`src/rtl/vec_pkg.sv`:
```
// ============================================================================
// Module      : vec_pkg
// Description : Shared sizes, limits and FSM state type for the vector-add
//               sequencer.
// Revision    : 1.0 - initial release
// ============================================================================
`default_nettype none

package vec_pkg;

    localparam int VLEN    = 16;
    localparam int EW      = 16;
    localparam int IDXW    = 4;
    localparam int TIMEOUT = 48;

    localparam int CNTW = $clog2(VLEN + 1);
    localparam int TMRW = $clog2(TIMEOUT + 1);

    localparam logic [CNTW-1:0] CNT_FULL = CNTW'(VLEN);
    localparam logic [IDXW-1:0] IDX_LAST = IDXW'(VLEN - 1);
    // Timer value seen in the last cycle before the timeout fires
    localparam logic [TMRW-1:0] TMR_LAST = TMRW'(TIMEOUT - 1);

    typedef enum logic [1:0] {
        S_IDLE     = 2'd0,
        S_RUN      = 2'd1,
        S_WAITDONE = 2'd2,
        S_FINISH   = 2'd3
    } state_t;

endpackage

`default_nettype wire

```
`src/rtl/vec_add_sequencer.sv`:
```
// ============================================================================
// Module      : vec_add_sequencer
// Description : Drives a serial adder over one 16-element vector and writes
//               each returned sum to the destination register file.
// Revision    : 1.0 - initial release
// ============================================================================
`default_nettype none

module vec_add_sequencer
    import vec_pkg::*;
(
    input  logic            Clk,
    input  logic            Rst,
    input  logic            go,
    output logic            busy,
    output logic            finish,
    output logic            ovf,
    output logic            err,
    output logic [IDXW-1:0] rd_idx,
    input  logic [EW-1:0]   ra_data,
    input  logic [EW-1:0]   rb_data,
    output logic [EW-1:0]   A,
    output logic [EW-1:0]   B,
    output logic            start,
    input  logic            write,
    input  logic            done,
    input  logic [EW-1:0]   SumV,
    input  logic            V,
    output logic            wr_en,
    output logic [IDXW-1:0] wr_idx,
    output logic [EW-1:0]   wr_data
);

    state_t          state_q,   state_d;
    logic [IDXW-1:0] rd_idx_q,  rd_idx_d;
    logic [CNTW-1:0] count_q,   count_d;
    logic [TMRW-1:0] timer_q,   timer_d;
    logic            ovf_q,     ovf_d;
    logic            err_q,     err_d;
    logic            wr_en_q,   wr_en_d;
    logic [IDXW-1:0] wr_idx_q,  wr_idx_d;
    logic [EW-1:0]   wr_data_q, wr_data_d;

    logic active;
    logic capture;

    assign active  = (state_q == S_RUN) || (state_q == S_WAITDONE);
    // done takes priority over a coincident write
    assign capture = active && write && !done && (count_q < CNT_FULL);

    always_ff @(posedge Clk or posedge Rst) begin
        if (Rst) begin
            state_q   <= S_IDLE;
            rd_idx_q  <= '0;
            count_q   <= '0;
            timer_q   <= '0;
            ovf_q     <= 1'b0;
            err_q     <= 1'b0;
            wr_en_q   <= 1'b0;
            wr_idx_q  <= '0;
            wr_data_q <= '0;
        end else begin
            state_q   <= state_d;
            rd_idx_q  <= rd_idx_d;
            count_q   <= count_d;
            timer_q   <= timer_d;
            ovf_q     <= ovf_d;
            err_q     <= err_d;
            wr_en_q   <= wr_en_d;
            wr_idx_q  <= wr_idx_d;
            wr_data_q <= wr_data_d;
        end
    end

    always_comb begin
        state_d   = state_q;
        rd_idx_d  = rd_idx_q;
        count_d   = count_q;
        timer_d   = timer_q;
        ovf_d     = ovf_q;
        err_d     = err_q;
        wr_en_d   = 1'b0;
        wr_idx_d  = wr_idx_q;
        wr_data_d = wr_data_q;

        case (state_q)
            S_IDLE: begin
                if (go) begin
                    state_d  = S_RUN;
                    rd_idx_d = '0;
                    count_d  = '0;
                    timer_d  = '0;
                    ovf_d    = 1'b0;
                    err_d    = 1'b0;
                end
            end
            S_RUN, S_WAITDONE: begin
                timer_d = timer_q + 1'b1;
                if ((state_q == S_RUN) && (rd_idx_q != IDX_LAST)) begin
                    rd_idx_d = rd_idx_q + 1'b1;
                end
                if (capture) begin
                    wr_en_d   = 1'b1;
                    wr_idx_d  = count_q[IDXW-1:0];
                    wr_data_d = SumV;
                    count_d   = count_q + 1'b1;
                end
                if (done) begin
                    state_d = S_FINISH;
                    ovf_d   = V;
                    err_d   = (count_q < CNT_FULL);
                end else if (timer_q == TMR_LAST) begin
                    state_d = S_FINISH;
                    err_d   = 1'b1;
                end else if ((state_q == S_RUN) && (count_d == CNT_FULL)) begin
                    state_d = S_WAITDONE;
                end
            end
            S_FINISH: begin
                state_d = S_IDLE;
            end
            default: begin
                state_d = S_IDLE;
            end
        endcase
    end

    assign busy    = active;
    assign start   = active;
    assign finish  = (state_q == S_FINISH);
    assign ovf     = ovf_q;
    assign err     = err_q;
    assign rd_idx  = rd_idx_q;
    assign A       = ra_data;
    assign B       = rb_data;
    assign wr_en   = wr_en_q;
    assign wr_idx  = wr_idx_q;
    assign wr_data = wr_data_q;

endmodule

`default_nettype wire

```
`config.mk`:
```
export PLATFORM = sky130hd
export DESIGN_NAME = vec_add_sequencer
export DESIGN_NICKNAME = d
export VERILOG_FILES = /design/src/rtl/vec_pkg.sv /design/src/rtl/vec_add_sequencer.sv
export SDC_FILE = /design/constraint.sdc
export NUM_CORES = 1
export LEC_CHECK = 0
export ABC_AREA = 1
export CORE_MARGIN = 5
export CORE_UTILIZATION = 36
export CTS_BUF_LIST = sky130_fd_sc_hd__clkbuf_4
export DETAILED_ROUTE_END_ITERATION = 10
export GPL_ROUTABILITY_DRIVEN = 0
export GPL_TIMING_DRIVEN = 0
export PLACE_DENSITY = 0.78
export SLEW_MARGIN = 20
export SYNTH_ARGS = -nofsm -noshare
export SYNTH_HDL_FRONTEND = slang
export SYNTH_SLANG_ARGS = --single-unit
export TNS_END_PERCENT = 30
```
`constraint.sdc`:
```
create_clock -name Clk -period 1.95 [get_ports Clk]
set_clock_uncertainty 0.2 [all_clocks]
set_input_delay 0.39 -clock Clk [delete_from_list [all_inputs] [get_ports Clk]]
set_output_delay 0.39 -clock Clk [all_outputs]
set_load 0.01 [all_outputs]
```
* After elaboration in Yosys (flattened, before gate mapping)
Cells that the tools add are included.
** Word-level totals
- Output and inout bits :: 62
- Bits in registers :: 40
** Operators by class
- Reduce and logical (&&, ||, !) cells :: 16
- $add $sub $neg :: 3
- Mux-type cells :: 22
- $lt $le $gt $ge :: 1
- Eq/ne operators :: 11
** Operators by type and width (count)
- $mux W5 :: 3
- $pmux W6 S2 :: 1
- $pmux W5 S2 :: 1
- $reduce_and A3 Y1 :: 3
- $mux W2 :: 4
- $mux W4 :: 2
- $ne A4 B4 Y1 const B :: 2
- $pmux W4 S2 :: 1
- $add A6 B1 Y6 const B :: 1
- $eq A6 B6 Y1 const B :: 1
- $mux W1 :: 6
- $mux W6 :: 1
- $ne A2 B2 Y1 const B :: 3
- $pmux W2 S3 :: 1
- $reduce_and A2 Y1 :: 3
- $add A5 B1 Y5 const B :: 1
- $eq A5 B5 Y1 const B :: 1
- $logic_and A1 B1 Y1 :: 5
- $lt A5 B5 Y1 const B :: 1
- $add A4 B1 Y4 const B :: 1
- $eq A2 B2 Y1 const B :: 2
- $pmux W1 S2 :: 2
- $ne A3 B3 Y1 const B :: 1
- $eq A2 B1 Y1 const B :: 1
- 5 further kinds :: 5

* Logic depth before layout (Yosys ltp)
- Depth in word-level cells :: 13
- Depth in mapped cells :: 13
- Mapped depth without buffers :: 13

* Worst setup path before layout
Ideal clock, no wire load.
- Path type :: register -> register
- From :: register state_q[0]
- To :: register state_q[0]
- Path slack :: -0.106 ns
- Data arrival time :: 1.740 ns
- Setup time :: 0.117 ns
- Cell stages (with the launch flop) :: 13
- Data required time :: 1.633 ns
- Path through :: dfrtp_1 inv_1 ha_1 nand2_1 nor3_2 buf_4 nand3_2 nand2_1 nand2_1 o21ai_2 nand2_1 nand2_1 nand2_1
** On the way
- Word-level cells in the longest chain between the ends :: 11
- Elaborated cells on any way between the ends :: 17
** Ends and longest elaborated chain
- start, declared :: line vec_add_sequencer.sv:34 : state_t state_q, state_d;
- start signal, assigned :: line vec_add_sequencer.sv:63 : state_q <= state_d;
- $eq A2 B1 Y1 / $eq A2 B2 Y1 (equally long branches) :: line vec_add_sequencer.sv:47 : assign active = (state_q == S_RUN) || (state_q == S_WAITDONE);
- $logic_or A1 B1 Y1 (*) :: line vec_add_sequencer.sv:47
- named net busy :: line vec_add_sequencer.sv:15 : output logic busy,
- $logic_and A1 B1 Y1 (*) (3 in a row) :: line vec_add_sequencer.sv:49 : assign capture = active && write && !done && (count_q < CNT_FULL);
- $mux W5 (*) :: line vec_add_sequencer.sv:102 : if (capture) begin
- $mux W5 (*) :: line vec_add_sequencer.sv:86 : case (state_q)
- $eq A5 B5 Y1 (*) :: line vec_add_sequencer.sv:115 : end else if ((state_q == S_RUN) && (count_d == CNT_FULL)) begin
- $logic_and A1 B1 Y1 (*) :: line vec_add_sequencer.sv:115
- $ne A4 B4 Y1 (no source line) (*)
- $reduce_and A2 Y1 (no source line) (*)
The timed path passes the listed nets; every way through them passes the cells marked *. The select of a mux whose other input is x is not followed.
A chain may end at the register's enable or synchronous reset.

* Worst setup path in the final report
- From :: register state_q[1]
- To :: output port start
** On the way
- Word-level cells in the longest chain between the ends :: 2
- Elaborated cells on any way between the ends :: 3
** Ends and longest elaborated chain
- $eq A2 B1 Y1 / $eq A2 B2 Y1 (equally long branches) :: line vec_add_sequencer.sv:47
- $logic_or A1 B1 Y1 (*) :: line vec_add_sequencer.sv:47
- end, declared :: line vec_add_sequencer.sv:24 : output logic start,
Every way passes the cells marked *; elsewhere a longest branch is shown, timed or not.

==> summary.md <==
| Metric | Value |
|---|---|
| GRT Util Overall | `0.145` |
| Core Rows | `28` |
| Die width | `86.9 um` |
| Mean Syn Cell Area | `8.16 um^2` |
| Worst-Skew Late Latency | `0.36 ns` |
| Share of cells above drive strength 1 | `0.227` |
| Initial drt markers | `72` |
| Via count | `1967` |
| Slowest cell on crit path | `dfrtp_1` |
| Final slew viol count | `0` |
| Root Buffer | `clkbuf_4` |
| Synth Register Bits | `40` |
| Crit path max fanout | `3` |
| # DRC | `0` |
| Synth unique cells | `22` |
| DRT Pass-1 Iters | `6` |
| Final nets | `425` |
| Antenna violations before repair | `0` |
| CTS tree | `done` |
| Port bufs | `83` |
| Worst setup margin | `-0.0893 ns` |
| Core ar. | `5850 um^2` |
| Worst Path Buf+Inv | `4` |
| Syn nets | `322` |
| Worst slew pin tran | `0.437 ns` |
| Setup tns final | `-0.217 ns` |
| Largest net degree at the start of global routing | `31` |
| Final setup viols | `5` |
| Final wirelength | `5500 um` |
| Initial Utilization | `0.364` |
| Reg clk slew, reported paths | `0.13 ns` |
| Crit Path Class | `flip-flop to output port` |
| GRT busiest layer | `met2` |
| Yosys top cell area share | `0.470` |
| GR Util met2 | `0.260` |
| Min Hold Slack | `0.0517 ns` |
| Failing checks | `setup timing` |
| Flop2flop setup slack | `-0.06 ns` |
| Most frequent cells in the layout | `nand2_1, clkdlybuf4s50_1, buf_4, dfrtp_1, inv_1` |
| Crit path required time | `1.36 ns` |
| Area contributors post-synth | `dfrtp_1, nand2_1, buf_4, inv_1, ha_1` |
| Io pins | `116` |
| Die height | `86.9 um` |
| Arrival @ worst endpoint | `1.45 ns` |
| H-tree levels | `2` |
| Commonest non-fill, non-tap cell in the layout | `nand2_1` |
| Cells along the critical path | `inv_2 > ha_4 > buf_4 > buf_4 > buf_4` |
| CTS buffer count | `5` |
| Via density | `4.47` |
| Fin util | `0.568` |
| Maximum buffer depth of the clock tree | `2` |
| Worst Hold Class | `primary input to async pin` |
| Largest area contributor in the netlist | `dfrtp_1` |
| Synth warn | `0` |
| Number of antenna repair diodes | `0` |
| Crit end category | `output port` |
| Post-DRT Antenna Nets | `0` |
| CP Launch Type | `flip-flop` |
| Seq/Total Area, Yosys | `0.470` |
| Top cell family by delay on the critical path | `buffers and inverters` |
| Slew Limit Headroom | `0.708` |
| Peak VDD IR | `0.000708 V` |
| Fin. Hold Viols | `0` |
| Mapped Area | `2130 um^2` |
| RSZ-0062 raised after global routing | `true` |
| Outcome | `finished with violations` |
| First-pass GRT wire length | `8760 um` |
| Total die area | `7550 um^2` |
| Post-DR wirelength/cell | `12.5 um` |
| Crit-path most repeated cell | `buf_4` |
| Grt met3 use | `0.0407` |
| Max-cap viol count | `0` |
| Maximum clock rate | `0.490 GHz` |
| Congestion Overflow GR | `0` |
| Cell area power density | `1390 nW/um^2` |
| GR Layer Usage met1 | `0.169` |
| Clock sink count | `40` |
| Post-synthesis cell count | `261` |
| Worst path max stage delay | `0.42 ns` |
| Vias in the first global route | `1971` |
| Area growth syn-to-layout | `55.9%` |
| Dpl hpwl | `4120 um` |
| Leakage | `1.63 nW` |
| Final worst path period need | `2.04 ns` |
| Period utilization | `1.05` |
## cell usage after synthesis
cell type	instances
a21oi_1	12
buf_2	1
buf_4	36
clkbuf_1	2
dfrtp_1	40
ha_1	7
inv_1	27
nand2_1	86
nand2_2	3
nand3_1	8
nand3_2	1
nand4_1	1
nor2_1	9
nor2_2	1
nor3_1	5
nor3_2	1
nor4_1	1
o21a_1	2
o21ai_0	12
o21ai_2	1
o22ai_1	4
xor2_1	1
## routing by layer
metal / vias to the layer above / routed length (um)
met5: - / 0
met4: 0 / 74
met3: 8 / 427
met2: 65 / 2840
met1: 905 / 2160
li1: 989 / -
## what timing repair did
| action | CTS | global route |
|---|---|---|
| buffers inserted | 5 | 7 |
| hold buffers | 0 | 0 |
| gates resized for setup | 24 | 11 |
| pin swaps | 6 | 8 |
| cloned | 0 | 0 |
| endpoints found under the setup margin | 30 | 25 |
## layout make-up
cell class	count	area (um^2)
timing repair buffer	96	933
multi-input combinational	155	818
tap	75	93.8
clock buffer	5	37.5
fill	508	2530
sequential	40	1000
inverter	27	101
clock inverter	3	42.5
buffer	39	293
## report_power, final
| group | switching (W) | internal [W] |
|---|---|---|
| clock | 0.000286 | 0.000267 |
| combinational | 0.00135 | 0.00131 |
| sequential | 0.000225 | 0.00119 |
| total | 0.00187 | 0.00277 |
## final timing paths
kind                                   startpoint                      to  depth (start not counted)
setup reg to reg           state_q[1]$_DFFE_PP0P_  state_q[1]$_DFFE_PP0P_                         12
hold reg to reg             wr_idx[0]$_DFFE_PP0P_   wr_idx[0]$_DFFE_PP0P_                          2
min in group Clk            wr_idx[0]$_DFFE_PP0P_   wr_idx[0]$_DFFE_PP0P_                          2
max in group asynchronous                     Rst  wr_data[9]$_DFFE_PP0P_                          3
hold / removal                                Rst  wr_data[5]$_DFFE_PP0P_                          2
setup / recovery           state_q[1]$_DFFE_PP0P_                   start                          5
## registers in the layout, indices dropped and copies added, names as in the netlist
name     cells
timer_q      6
wr_idx       4
state_q      2
wr_data     16
ovf          1
wr_en        1
err          1
count_q      5
rd_idx       4
## stage by stage
step | area (um^2) | instances | total power [W] | setup slack (ns)
final | 3320 | 440 | 0.00463 | -0.0893
after global routing | 3320 | 440 | 0.00499 | -0.206
after detailed placement | 3090 | 420 | 0.00382 | -0.436
after CTS | 3250 | 433 | 0.00457 | -0.0906
after global placement | 3070 | 419 | 0.00375 | -0.445
after floorplan | 2140 | 261 | 0.00278 | -0.0299
## cells by family (layout without fill, tap and decap cells)
family                   count (synthesis)  count (layout)  share of synthesized area
AND/OR/NAND/NOR                        116             116                      0.225
buffers and inverters                   66             170                      0.180
adder cells (fa/ha/maj)                  7               7                     0.0411
flip-flops                              40              40                      0.470
XOR/XNOR                                 1               1                    0.00411
AO/OA/AOI/OAI                           31              31                     0.0793
Note: power is estimated with default switching activity, not from simulation.
